--- src/rtl/bkram_pkg.sv ---
// Shared definitions for the backup-RAM <-> SD save-file mover:
// FSM state type, HuBM format header words and sector-count default.
package bkram_pkg;

  localparam int SECT_BITS_DEF = 4;

  typedef enum logic [1:0] {
    ST_IDLE,
    ST_REQ,
    ST_XFER,
    ST_FORMAT
  } bk_fsm_e;

  // Header the console expects at the start of a freshly formatted backup RAM.
  localparam logic [15:0] HUBM_HDR [4] = '{16'h5548, 16'h4D42, 16'h8800, 16'h8010};

  function automatic logic rise(input logic old_v, input logic new_v);
    return new_v & ~old_v;
  endfunction

  function automatic logic fall(input logic old_v, input logic new_v);
    return old_v & ~new_v;
  endfunction

endpackage

--- src/rtl/bkram_sd_ctrl.sv ---
// Moves the backup-RAM image between the HPS save file (sd_* sector port)
// and port B of the backup RAM; also writes the HuBM header on format.
module bkram_sd_ctrl
  import bkram_pkg::*;
#(
  parameter int SECT_BITS = SECT_BITS_DEF,
  parameter int RAM_AW    = SECT_BITS + 8
) (
  input  logic              clk_sys,
  input  logic              reset,
  input  logic              bk_ena,
  input  logic              bk_load,
  input  logic              bk_save,
  input  logic              dl_end,
  input  logic              img_size_nz,
  input  logic              format,
  output logic [31:0]       sd_lba,
  output logic              sd_rd,
  output logic              sd_wr,
  input  logic              sd_ack,
  input  logic [7:0]        sd_buff_addr,
  input  logic              sd_buff_wr,
  input  logic [15:0]       sd_buff_dout,
  output logic [15:0]       sd_buff_din,
  output logic [RAM_AW-1:0] ram_addr,
  output logic [15:0]       ram_din,
  output logic              ram_we,
  input  logic [15:0]       ram_q,
  output logic              bk_loading,
  output logic              bk_state,
  output bk_fsm_e           bk_fsm_dbg
);

  // Handshake: sd_rd/sd_wr is a level request held from REQ entry until the
  // HPS raises sd_ack; data words move while sd_ack is high, and the sector
  // is finished when sd_ack falls. Port-B writes happen on cycles with ram_we.

  bk_fsm_e              state_q, state_d;
  logic [SECT_BITS-1:0] lba_q, lba_d;
  logic                 rd_q, rd_d;
  logic                 wr_q, wr_d;
  logic                 loading_q, loading_d;
  logic                 busy_q, busy_d;
  logic [1:0]           fmt_cnt_q, fmt_cnt_d;

  logic load_old_q, save_old_q, fmt_old_q, ack_old_q;
  logic load_ev, save_ev, fmt_ev, ack_rise, ack_fall;

  assign load_ev  = rise(load_old_q, bk_load);
  assign save_ev  = rise(save_old_q, bk_save);
  assign fmt_ev   = rise(fmt_old_q, format);
  assign ack_rise = rise(ack_old_q, sd_ack);
  assign ack_fall = fall(ack_old_q, sd_ack);

  always_ff @(posedge clk_sys or posedge reset) begin
    if (reset) begin
      load_old_q <= 1'b0;
      save_old_q <= 1'b0;
      fmt_old_q  <= 1'b0;
      ack_old_q  <= 1'b0;
    end else begin
      load_old_q <= bk_load;
      save_old_q <= bk_save;
      fmt_old_q  <= format;
      ack_old_q  <= sd_ack;
    end
  end

  always_ff @(posedge clk_sys or posedge reset) begin
    if (reset) begin
      state_q   <= ST_IDLE;
      lba_q     <= '0;
      rd_q      <= 1'b0;
      wr_q      <= 1'b0;
      loading_q <= 1'b0;
      busy_q    <= 1'b0;
      fmt_cnt_q <= 2'd0;
    end else begin
      state_q   <= state_d;
      lba_q     <= lba_d;
      rd_q      <= rd_d;
      wr_q      <= wr_d;
      loading_q <= loading_d;
      busy_q    <= busy_d;
      fmt_cnt_q <= fmt_cnt_d;
    end
  end

  always_comb begin
    state_d   = state_q;
    lba_d     = lba_q;
    rd_d      = rd_q;
    wr_d      = wr_q;
    loading_d = loading_q;
    busy_d    = busy_q;
    fmt_cnt_d = fmt_cnt_q;

    unique case (state_q)
      ST_IDLE: begin
        // Load takes priority over a save edge arriving in the same cycle.
        if (bk_ena && (load_ev || (dl_end && img_size_nz))) begin
          state_d   = ST_REQ;
          loading_d = 1'b1;
          busy_d    = 1'b1;
          lba_d     = '0;
          rd_d      = 1'b1;
          wr_d      = 1'b0;
        end else if (bk_ena && save_ev) begin
          state_d   = ST_REQ;
          loading_d = 1'b0;
          busy_d    = 1'b1;
          lba_d     = '0;
          rd_d      = 1'b0;
          wr_d      = 1'b1;
        end else if (fmt_ev) begin
          state_d   = ST_FORMAT;
          fmt_cnt_d = 2'd0;
        end
      end

      ST_REQ: begin
        rd_d = loading_q;
        wr_d = ~loading_q;
        if (ack_rise) begin
          rd_d    = 1'b0;
          wr_d    = 1'b0;
          state_d = ST_XFER;
        end
      end

      ST_XFER: begin
        if (ack_fall) begin
          if (&lba_q) begin
            state_d   = ST_IDLE;
            busy_d    = 1'b0;
            loading_d = 1'b0;
          end else begin
            state_d = ST_REQ;
            lba_d   = lba_q + SECT_BITS'(1);
            rd_d    = loading_q;
            wr_d    = ~loading_q;
          end
        end
      end

      ST_FORMAT: begin
        fmt_cnt_d = fmt_cnt_q + 2'd1;
        if (fmt_cnt_q == 2'd3) begin
          state_d = ST_IDLE;
        end
      end

      default: state_d = ST_IDLE;
    endcase
  end

  assign sd_lba      = {{(32 - SECT_BITS){1'b0}}, lba_q};
  assign sd_rd       = rd_q;
  assign sd_wr       = wr_q;
  assign sd_buff_din = ram_q;
  assign bk_loading  = loading_q;
  assign bk_state    = busy_q;
  assign bk_fsm_dbg  = state_q;

  // Port B is shared between header writes and the sector stream.
  always_comb begin
    ram_addr = {lba_q, sd_buff_addr};
    ram_din  = sd_buff_dout;
    ram_we   = sd_buff_wr & sd_ack & loading_q;
    if (state_q == ST_FORMAT) begin
      ram_addr = RAM_AW'(fmt_cnt_q);
      ram_din  = HUBM_HDR[fmt_cnt_q];
      ram_we   = 1'b1;
    end
  end

endmodule

--- config.mk ---
export PLATFORM = sky130hd
export DESIGN_NAME = bkram_sd_ctrl
export DESIGN_NICKNAME = d
export VERILOG_FILES = /design/src/rtl/bkram_pkg.sv /design/src/rtl/bkram_sd_ctrl.sv
export SDC_FILE = /design/constraint.sdc
export NUM_CORES = 1
export LEC_CHECK = 0
export BUFFER_PORTS_ARGS = -buffer_cell sky130_fd_sc_hd__buf_4
export CAP_MARGIN = 20
export CORE_ASPECT_RATIO = 0.75
export CORE_UTILIZATION = 43
export CTS_BUF_LIST = sky130_fd_sc_hd__clkbuf_4 sky130_fd_sc_hd__clkbuf_8
export CTS_CLUSTER_DIAMETER = 150
export DETAILED_ROUTE_END_ITERATION = 10
export GPL_ROUTABILITY_DRIVEN = 0
export PLACE_DENSITY_LB_ADDON = 0.25
export SKIP_LAST_GASP = 1
export SYNTH_ARGS = -nofsm -noshare
export SYNTH_HDL_FRONTEND = slang
export SYNTH_SLANG_ARGS = --single-unit
--- constraint.sdc ---
create_clock -name clk_sys -period 5.2 [get_ports clk_sys]
set_input_delay 0.26 -clock clk_sys [delete_from_list [all_inputs] [get_ports clk_sys]]
set_output_delay 0.26 -clock clk_sys [all_outputs]
set_load 0.03 [all_outputs]
Word-level counts from Yosys, hierarchy flattened
Index checks and enable logic that the tools add are counted.
- input bits: 50
- bits in writable memories: 0
- memories: 0
- register bits after elaboration: 16
- word-level logic and storage cells: 96
- bits in read-only memories: 0
- latch bits: 0
- magnitude comparators: 1
- divide/modulo/power cells: 0
- shifts and indexed selects: 0
- add/sub/neg operators: 2
- muxes and demuxes: 40
- $mul: 0
- equal/unequal tests: 14
- reductions and logical operators: 14
- bitwise operators: 14
- operator list (operator ; count):
    16-bit 2-to-1 mux ; 3
    16-bit binary-select mux with 2-bit select ; 1
    4-bit AND reduction ; 6
    2-bit 2-to-1 mux ; 9
    4-bit 2-to-1 mux ; 4
    2-bit inequality test (second input constant) ; 8
    1-bit 2-to-1 mux ; 15
    12-bit 2-to-1 mux ; 1
    2-bit case mux with 4 select lines ; 1
    4-bit case mux with 2 select lines ; 1
    1-bit AND ; 7
    2-bit equality test (second input constant) ; 3
    1-bit NOT ; 6
    1-bit case mux with 3 select lines ; 2
    4-bit by 1-bit adder with 4-bit output (second input constant) ; 1
    4-bit inequality test (second input constant) ; 1
    1-bit case mux with 2 select lines ; 2
    2-bit case mux with 2 select lines ; 1
    2-bit nonzero test ; 2
    3-bit greater-or-equal comparator (second input constant) ; 1
    1-bit logical AND ; 3
    3-bit inequality test (second input constant) ; 1
    2-bit NOT with 3-bit output ; 1
    3-bit nonzero test ; 1
    other kinds (4) ; 4

Longest topological paths before layout
Gate-level depths: netlist of run 1.
- word-level depth: 6
- mapped depth: 7
- depth with buffers taken out: 6

Worst setup path before layout of run 1
Ideal clock, no wire load.
- path type: register to output
- from: register state_q[0] (netlist: bk_fsm_dbg[0])
- to: output port ram_addr[1]
- cell stages (with the launch flop): 5
- data required time: 4.940 ns
- setup slack: 3.135 ns
- data arrival time: 1.805 ns
- path buffers: 2
- path through: dfrtp_1 -> ha_1 -> buf_6 -> clkbuf_1 -> o21ai_0
- cells in the longest elaborated chain, start to end: 2
- ends and longest elaborated chain (item ; RTL line ; RTL):
    start, declared ; bkram_sd_ctrl.sv:38 ; bk_fsm_e state_q, state_d;
    start signal, assigned ; bkram_sd_ctrl.sv:79 ; state_q <= state_d;
    2-bit equality test ; bkram_sd_ctrl.sv:170 ; if (state_q == ST_FORMAT) begin
    12-bit 2-to-1 mux ; bkram_sd_ctrl.sv:170 ;
    end, declared ; bkram_sd_ctrl.sv:25 ; output logic [RAM_AW-1:0] ram_addr,
No other way between the ends.

Final worst setup path of run 1
- from: register state_q[0] (netlist: bk_fsm_dbg[0])
- to: output port ram_addr[0]
Same word-level chain as after synthesis.

==> results of run 1 <==
[power breakdown]
group / switching, mW / leakage (nW) / internal [mW]
Sequential: 0.0523 / 0.197 / 0.169
Combinational: 0.555 / 0.856 / 0.365
Clock: 0.0409 / 0.0216 / 0.0514
Total: 0.648 / 1.07 / 0.586
[cells by family after synthesis]
logic type,synth area share
AND/OR/NAND/NOR,0.1926
buffers and inverters,0.2722
AO/OA/AOI/OAI,0.1616
adder cells (fa/ha/maj),0.06961
other,0.002318
flip-flops,0.2475
multiplexers,0.05414
[layout make-up]
type	instances	area share
clock buffers	3	0.02046
inverters	18	0.03348
multi-input cells	129	0.4352
flip-flops and latches	16	0.1984
well taps	50	0.03100
repair buffers	73	0.2815
[worst max-delay path by stage]
stage                   from            end  slack [ps]  cells after the start
4_1_cts        bk_fsm_dbg[0]     ram_din[1]        2670                      3
3_3_place_gp   bk_fsm_dbg[0]  bk_fsm_dbg[0]        2810                      5
3_5_place_dp   bk_fsm_dbg[0]  bk_fsm_dbg[0]        2790                      5
6_report       bk_fsm_dbg[0]    ram_addr[0]        3150                      4
5_1_grt        bk_fsm_dbg[0]   fmt_cnt_q[0]        3010                      5
2_1_floorplan  bk_fsm_dbg[0]    ram_addr[1]        3130                      4
[routing by layer]
layer	up-vias	share of wire	track usage
met1	608	0.46	0.2091
met2	50	0.47	0.2570
met5	-	0	0
met4	0	0.013	0.06536
li1	665	-	-
met3	9	0.057	0.05435
[per-stage QoR]
stage                     area, µm²  std cells  power [mW]  utilization
after floorplan                1719        214      0.9008            -
after global placement         1949        285       1.113       0.5657
after detailed placement       1949        285       1.120       0.5657
after CTS                      1991        288       1.217       0.5777
after global routing           2018        289       1.322       0.5857
final                          2018        289       1.235       0.5857
[critical path, stage by stage (launching register included)]
cell     delay [ps]
dfrtp_1         480
ha_1            340
buf_16          210
mux2_2          350
buf_4           170
[synth_stat cells]
cell type,instances,area share
a22oi_1,1,0.0046
nand2_1,10,0.023
nor2b_1,17,0.066
a311oi_2,1,0.0093
and2b_4,1,0.0062
and2_1,1,0.0039
a22o_1,1,0.0054
and4b_1,1,0.0062
o21a_1,1,0.0046
nand3_1,3,0.0093
dfrtp_1,16,0.25
and3_1,5,0.019
ha_1,9,0.070
buf_6,1,0.0070
a21oi_1,2,0.0062
o211ai_2,1,0.0077
or2_1,1,0.0039
nor3_1,2,0.0062
nor4b_1,1,0.0054
clkbuf_1,3,0.0070
mux2i_1,2,0.012
a211oi_1,2,0.0093
a31o_2,1,0.0054
a221o_1,2,0.012
o2bb2ai_1,2,0.011
nor3b_1,4,0.019
a31o_1,1,0.0054
nand4_2,1,0.0077
o21ai_0,10,0.031
and4_1,1,0.0054
a211o_1,1,0.0054
a211oi_2,1,0.0077
inv_1,18,0.042
a41oi_1,2,0.011
o22ai_1,2,0.0077
o211ai_1,1,0.0046
nand2b_1,3,0.012
buf_2,1,0.0031
conb_1,1,0.0023
buf_4,46,0.21
a22oi_4,1,0.013
mux2_2,6,0.042
[sequential cells by signal (all words and copies together), names as in the netlist]
name / flops
bk_loading: 1
load_old_q: 1
sd_rd: 1
bk_fsm_dbg: 2
ack_old_q: 1
sd_wr: 1
fmt_cnt_q: 2
fmt_old_q: 1
lba_q: 4
bk_state: 1
save_old_q: 1
==> flow_metrics.py, run 1 <==
metrics = {
    "status": {
        "status": "finished clean",
    },
    "floorplan": {
        "io_pins": 133,
        "dieArea_um2": 4014,
        "start_util": 0.4695,
        "rows": 18,
        "die_h_um": 55.12,
        "die_w_um": 72.83,
        "core-area_um2": 3446,
    },
    "place": {
        "portBuffers": 72,
        "dp_hpwl_um": 2682,
        "pre_cts_slack_ps": 2794,
    },
    "logic_synthesis": {
        "ys_types": 42,
        "yosysWarnings": 0,
        "synth_area_um2": 1618,
        "seq_area_frac_synth": 0.2475,
        "syn_inst": 187,
        "ys_ff_latch": 16,
        "avgSynthCellArea_um2": 8.651,
    },
    "sta": {
        "relSlewSlack": 0.5492,
        "finalSetupViolCount": 0,
        "fin_tns_setup_ps": 0,
        "slew_viol_final": 0,
        "holdWs_ps": 80.08,
        "fin_crit_sh": 0.3949,
        "hold_viol": 0,
        "finalClockSkew_ps": 4.161,
        "fmax_ghz": 0.4870,
        "fin_ws_ps": 3147,
        "period_needed_ps": 2053,
        "rsz0062_at_grt": "no",
        "tightestPinTransition_ps": 676.1,
    },
    "cells_and_area": {
        "layout_common_cells": "buf_4 (72), conb_1 (28), inv_1 (18)",
        "final_nets": 300,
        "multi_input_area_um2": 878.3,
        "final_common_cell": "buf_4",
        "fillers": 319,
        "antenna_cells": 0,
        "drive_above_1_share": 0.3724,
        "seq_area_um2": 400.4,
        "area_growth_pct": 24.75,
    },
    "clocking": {
        "clock_latency_ps": 250,
        "htreeDepth": 1,
        "cts_tree": "yes",
        "cts.sinks": 16,
        "clockRootBuffer": "clkbuf_8",
        "ctsResizeCount": 0,
        "hold_buffers": 0,
        "clk_pin_slew_worst_paths_ps": 60,
        "clock_path_buffers": 2,
        "cts_buffers": 3,
        "post-cts-setup-buffers": 0,
    },
    "critical_path": {
        "start_kind": "flop",
        "ff2ff_path_depth": 5,
        "r2r_slack_ps": 3170,
        "path_class": "reg2out",
        "regToRegStartpoint": "bk_fsm_dbg[0]",
        "cp.arrival_ps": 1790,
        "path_max_fanout": 33,
        "r2r-end": "fmt_cnt_q[0]",
        "end_kind": "output port",
        "cp.required_ps": 4940,
    },
    "routing": {
        "routed_via_density": 4.609,
        "drt_first_pass_iters": 4,
        "vias": 1332,
        "avgRoutedWirePerCell_um": 11.91,
        "drc_errors": 0,
        "wl_um": 3441,
        "ant_nets": 0,
        "drtIter0Drc": 48,
    },
    "flow_run": {
        "cap_violations": 0,
    },
    "global_routing": {
        "grt_pass1_wl_um": 4933,
        "grt_usage": 0.1632,
        "grt_antenna_before_repair": 0,
        "grt_pass1_vias": 1122,
        "grt_overflow": 0,
        "grt_max_degree": 36,
    },
    "min_path": {
        "hp-class": "in2async",
    },
    "power": {
        "peakVddDrop_uv": 395.0,
        "powerDensity_nw_per_um2": 611.7,
        "cellLeakagePower_nw": 1.075,
    },
}
(Power assumes the default switching activity.)
==> inputs of run 2 (changes only) <==
--- a/config.mk
+++ b/config.mk
@@ -8,7 +8,7 @@
 export BUFFER_PORTS_ARGS = -buffer_cell sky130_fd_sc_hd__buf_4
 export CAP_MARGIN = 20
 export CORE_ASPECT_RATIO = 0.75
-export CORE_UTILIZATION = 43
+export CORE_UTILIZATION = 36
 export CTS_BUF_LIST = sky130_fd_sc_hd__clkbuf_4 sky130_fd_sc_hd__clkbuf_8
 export CTS_CLUSTER_DIAMETER = 150
 export DETAILED_ROUTE_END_ITERATION = 10
==> constraint.sdc (replaced) <==
create_clock -name clk_sys -period 1.7 [get_ports clk_sys]
set_input_delay 0.085 -clock clk_sys [delete_from_list [all_inputs] [get_ports clk_sys]]
set_output_delay 0.085 -clock clk_sys [all_outputs]
set_load 0.03 [all_outputs]
==> run 2 against run 1 <==
Combinational power rose to 3.5 times the previous value. Global-route usage shrank 1.9 points. Total power grew to 3.4 times the previous value. Via count rose by 6.1%. Non-clock buffer count up 20. Count of clock-buffer cells in the layout rose by 1. Sequential share of layout area is 1.9 points lower. Register-to-register slack lost 3100 ps. Wire length rose by 5.7%. First-iteration DRC count up 42%. Critical path type unchanged. Critical endpoint is now ram_din[6]. Highest routed layer is now met3.
==> flow_metrics.py, run 2 (synthesis gave the netlist of run 1 again) <==
metrics = {
    "routing": {
        "avgRoutedWirePerCell_um": 11.54,
        "drc_errors": 0,
        "drt_first_pass_iters": 4,
        "vias": 1413,
        "ant_nets": 0,
        "routed_via_density": 4.486,
        "drtIter0Drc": 68,
        "wl_um": 3636,
    },
    "clocking": {
        "clock_latency_ps": 250,
        "cts.sinks": 16,
        "htreeDepth": 1,
        "clockRootBuffer": "clkbuf_8",
        "cts_tree": "yes",
        "clk_pin_slew_worst_paths_ps": 70,
        "clock_path_buffers": 2,
        "cts_buffers": 3,
    },
    "cells_and_area": {
        "regMostFlops": "lba_q",
        "design_area_um2": 2252,
        "drive_above_1_share": 0.4423,
        "final_nets": 320,
        "fillers": 397,
        "layout_common_cells": "buf_4 (82), conb_1 (28), inv_1 (18)",
        "largest_register_ffs": 4,
        "final_cells": 315,
        "antenna_cells": 0,
        "area_growth_pct": 39.21,
        "final_common_cell": "buf_4",
    },
    "floorplan": {
        "die_w_um": 79.41,
        "start_util": 0.3871,
        "die_h_um": 60.06,
        "dieArea_um2": 4769,
        "rows": 20,
        "io_pins": 133,
        "core-area_um2": 4179,
    },
    "place": {
        "portBuffers": 72,
        "dp_hpwl_um": 2763,
        "place_area_um2": 2056,
        "dp.cells": 303,
    },
    "critical_path": {
        "crit_path_cell_trace": "buf_4 -> ha_4 -> buf_6 -> buf_12 -> o21a_1 -> buf_6",
        "start_kind": "flop",
        "crit_family": "buffers and inverters",
        "path_max_fanout": 19,
        "cp.required_ps": 1620,
        "slowest_delay_ps": 420,
        "slowest_stage": "dfrtp_2",
        "end_kind": "output port",
        "cp.arrival_ps": 1590,
        "path_class": "reg2out",
        "cp_num_buf_inv": 4,
        "path_common_cell": "buf_6",
    },
    "sta": {
        "finalSetupViolCount": 0,
        "hold_viol": 0,
        "slew_viol_final": 0,
        "fmax_ghz": 0.5975,
        "relSlewSlack": 0.5681,
        "fin_tns_setup_ps": 0,
        "period_needed_ps": 1674,
        "tightestPinTransition_ps": 647.1,
        "fin_crit_sh": 0.9845,
        "holdWs_ps": 170.0,
        "finalClockSkew_ps": 8.985,
        "rsz0062_at_grt": "yes",
    },
    "global_routing": {
        "grt_antenna_before_repair": 0,
        "grt_max_degree": 20,
        "grt_pass1_vias": 1165,
        "grt_overflow": 0,
        "grt_usage": 0.1447,
        "grt_pass1_wl_um": 5361,
    },
    "power": {
        "cellLeakagePower_nw": 1.181,
        "powerDensity_nw_per_um2": 1864,
        "peakVddDrop_uv": 732.1,
    },
    "status": {
        "status": "finished clean",
    },
    "min_path": {
        "hp-class": "in2out",
    },
    "flow_run": {
        "cap_violations": 0,
    },
}
## run 2: cell count changes in the layout (fill, tap and decap cells not counted), sizes merged
| cell | before | now |
|---|---|---|
| buf | 73 | 88 |
| clkbuf | 3 | 4 |
| dlygate4sd3 | 0 | 5 |
## run 2: final timing paths
| kind | startpoint | slack [ps] | end | depth (start not counted) |
|---|---|---|---|---|
| worst min-delay path | ram_q[0] | 170 | sd_buff_din[0] | 0 |
| worst min register to register | bk_state | 510 | bk_state | 1 |
| max in group asynchronous | reset | 770 | bk_fsm_dbg[1] | 3 |
| worst max-delay path | bk_fsm_dbg[1] | 30 | ram_din[6] | 6 |
| min in group asynchronous | reset | 470 | sd_wr | 3 |
| worst max register to register | bk_fsm_dbg[1] | 60 | bk_state | 6 |
## run 2: area by class of cell
class / instances / area [µm²] / share of cell area
inverters: 18 / 67.56 / 0.03000
clock buffers: 4 / 48.80 / 0.02167
repair buffers: 93 / 735.7 / 0.3267
multi-input cells: 129 / 928.4 / 0.4122
well taps: 55 / 68.82 / 0.03056
flip-flops and latches: 16 / 402.9 / 0.1789
## run 2: metal layers
layer | GRT usage | share of wire | vias to the layer above | wire (µm)
li1 | - | - | 708 | -
met4 | 0.02078 | 0 | 0 | 0
met1 | 0.1956 | 0.48 | 661 | 1736
met2 | 0.2352 | 0.47 | 44 | 1720
met5 | 0 | 0 | - | 0
met3 | 0.04122 | 0.050 | 0 | 180
## run 2: metrics by stage
| step | power (mW) | util | setup WS (ps) |
|---|---|---|---|
| after detailed placement | 3.634 | 0.4919 | 32.94 |
| after floorplan | 2.760 | - | -114.6 |
| after global placement | 3.627 | 0.4919 | 66.56 |
| after global routing | 4.483 | 0.5389 | -16.24 |
| final | 4.198 | 0.5389 | 26.33 |
| after CTS | 4.067 | 0.5243 | 1.861 |
## run 2: power by group
group	switching, mW	internal, mW
logic	1.85	1.39
clock network	0.138	0.182
registers	0.118	0.522
total	2.11	2.09
## run 2: timing repair
action | 4_1_cts | 5_1_grt
cloned | 1 | 0
pin swaps | 0 | 4
resized for setup | 7 | 12
hold buffers | 5 | 0
endpoints found under the setup margin | 23 | 21
hold endpoints to repair | 20 | 0
buffers inserted | 1 | 1
==> inputs of run 3 (changes only) <==
--- a/config.mk
+++ b/config.mk
@@ -6,7 +6,7 @@
 export NUM_CORES = 1
 export LEC_CHECK = 0
 export BUFFER_PORTS_ARGS = -buffer_cell sky130_fd_sc_hd__buf_4
-export CAP_MARGIN = 20
+export CAP_MARGIN = 25
 export CORE_ASPECT_RATIO = 0.75
 export CORE_UTILIZATION = 36
 export CTS_BUF_LIST = sky130_fd_sc_hd__clkbuf_4 sky130_fd_sc_hd__clkbuf_8
==> constraint.sdc (replaced) <==
create_clock -name clk_sys -period 1.7 [get_ports clk_sys]
set_input_delay 0.34 -clock clk_sys [delete_from_list [all_inputs] [get_ports clk_sys]]
set_output_delay 0.34 -clock clk_sys [all_outputs]
set_load 0.03 [all_outputs]
==> run 3 against run 2 <==
The flow now finishes with violations (setup timing). Hold slack got worse by 100 ps. Critical path depth fell by 2. Clock skew fell by 4.2 ps. Count of clock-buffer cells in the layout did not move. Via count rose by 7.1%. First-iteration DRC count fell by 46%. Global-route usage rose by 2.4 points. Register-to-register slack got worse by 140 ps. Largest cell class unchanged.
==> flow_metrics.py, run 3 (synthesis gave the netlist of run 1 again) <==
metrics = {
    "status": {
        "status": "complete, but fails checks",
        "failed_checks": "setup timing",
    },
    "critical_path": {
        "r2r-end": "lba_q[1]",
        "path_max_fanout": 6,
        "crit_family": "flip-flops",
        "regToRegStartpoint": "bk_fsm_dbg[1]",
        "end_kind": "output port",
        "ff2ff_path_depth": 7,
        "cp_num_buf_inv": 2,
        "crit_path_cell_trace": "ha_4 -> buf_6 -> mux2_2 -> buf_6",
        "cp.required_ps": 1360,
        "slowest_stage": "dfrtp_2",
        "slowest_delay_ps": 400,
        "cp.arrival_ps": 1450,
        "start_kind": "flop",
        "r2r_slack_ps": -80,
        "path_common_cell": "buf_6",
        "path_class": "reg2out",
        "crit_cells": 4,
    },
    "power": {
        "cellLeakagePower_nw": 1.344,
        "powerDensity_nw_per_um2": 1931,
        "peakVddDrop_uv": 916.4,
    },
    "clocking": {
        "clk_pin_slew_worst_paths_ps": 70,
        "clockRootBuffer": "clkbuf_8",
        "cts.sinks": 16,
        "cts_buffers": 3,
        "htreeDepth": 1,
        "clock_path_buffers": 2,
        "cts_tree": "yes",
        "clock_latency_ps": 260,
    },
    "routing": {
        "wl_um": 4321,
        "routed_via_density": 4.644,
        "vias": 1514,
        "drc_errors": 0,
        "avgRoutedWirePerCell_um": 13.25,
        "drt_first_pass_iters": 4,
        "ant_nets": 0,
        "drtIter0Drc": 37,
    },
    "cells_and_area": {
        "antenna_cells": 0,
        "area_growth_pct": 58.39,
        "final_nets": 331,
        "final_cells": 326,
        "drive_above_1_share": 0.6015,
        "regMostFlops": "lba_q",
        "fillers": 369,
        "largest_register_ffs": 4,
        "final_common_cell": "buf_4",
        "layout_common_cells": "buf_4 (74), buf_6 (30), conb_1 (28)",
    },
    "sta": {
        "period_needed_ps": 1794,
        "fin_crit_sh": 1.055,
        "fin_ws_ps": -94.00,
        "finalSetupViolCount": 22,
        "rsz0062_at_grt": "yes",
        "slew_viol_final": 0,
        "fmax_ghz": 0.5574,
        "fin_tns_setup_ps": -1446,
        "finalClockSkew_ps": 4.778,
        "hold_viol": 0,
    },
    "floorplan": {
        "core-area_um2": 4179,
        "rows": 20,
        "io_pins": 133,
        "start_util": 0.3871,
        "die_w_um": 79.41,
        "die_h_um": 60.06,
        "dieArea_um2": 4769,
    },
    "flow_run": {
        "cap_violations": 0,
    },
    "global_routing": {
        "grt_pass1_wl_um": 6182,
        "grt_pass1_vias": 1327,
        "grt_antenna_before_repair": 0,
        "grt_overflow": 0,
        "grt_usage": 0.1689,
        "grt_max_degree": 14,
    },
    "place": {
        "portBuffers": 72,
        "dp_hpwl_um": 3233,
        "pre_cts_slack_ps": -41.16,
        "dp.cells": 310,
    },
    "min_path": {
        "hp-class": "in2async",
    },
}
[run 3: changes by cell type in the layout (fill, tap and decap cells not counted), moves of 2 or more]
cell           change
ha_2               +2
nor2b_1           -15
dlygate4sd3_1      -5
buf_4              -8
o21ai_0            -6
nor2b_2            +7
nand3_1            -2
inv_2              +4
buf_6             +26
o21ai_4            +2
nand3_2            +2
inv_1              -4
o21ai_2            +5
nor2b_4            +8
[run 3: worst reg2reg max path: cells and delay by family (launching register included)]
family	cells	cell delay [ps]
AOI/OAI and AO/OA	3	790
adders and majority gates	1	160
buffers and inverters	3	330
DFF	1	390
[run 3: cell type report]
| cell class | count | area [µm²] | area share |
|---|---|---|---|
| Multi-Input combinational cell | 129 | 1075 | 0.4194 |
| Inverter | 18 | 67.56 | 0.02637 |
| Clock buffer | 4 | 55.05 | 0.02148 |
| Tap cell | 55 | 68.82 | 0.02686 |
| Sequential cell | 16 | 402.9 | 0.1572 |
| Timing Repair Buffer | 104 | 893.4 | 0.3486 |
[run 3: repair_timing]
action,in CTS,in global routing
pin swaps,3,13
hold buffers,0,0
cloned,0,0
hold endpoints to repair,0,0
endpoints found under the setup margin,30,39
gates resized for setup,25,26
setup buffers,11,1
[run 3: metal layers]
metal  vias up  GRT usage  wire length (µm)
met1       715     0.2205              1763
li1        731          -                 -
met2        57     0.2783              2236
met5         -          0                 0
met3        11    0.04275               251
met4         0    0.04675                70
[run 3: worst max path at each step]
stage                       start          end
global placement    bk_fsm_dbg[0]   ram_din[6]
floorplan           bk_fsm_dbg[0]   ram_din[6]
global route        bk_fsm_dbg[0]  ram_addr[0]
detailed placement  bk_fsm_dbg[0]   ram_din[6]
CTS                 bk_fsm_dbg[1]  ram_din[12]
finish              bk_fsm_dbg[0]  ram_addr[0]
[run 3: power by group]
part           switching (mW)  internal, mW
Combinational            2.12          1.83
Clock                   0.147         0.206
Sequential              0.120         0.523
Total                    2.39          2.56
[run 3: per-stage QoR]
stage / power, mW / util / cell area, µm² / hold WS (ps)
2_1_floorplan: 3.005 / - / 1859 / 253.6
3_3_place_gp: 3.952 / 0.5359 / 2240 / 353.6
3_5_place_dp: 4.000 / 0.5359 / 2240 / 372.0
4_1_cts: 4.724 / 0.5895 / 2464 / 96.07
5_1_grt: 5.248 / 0.6132 / 2562 / 108.8
6_report: 4.947 / 0.6132 / 2562 / 70.46
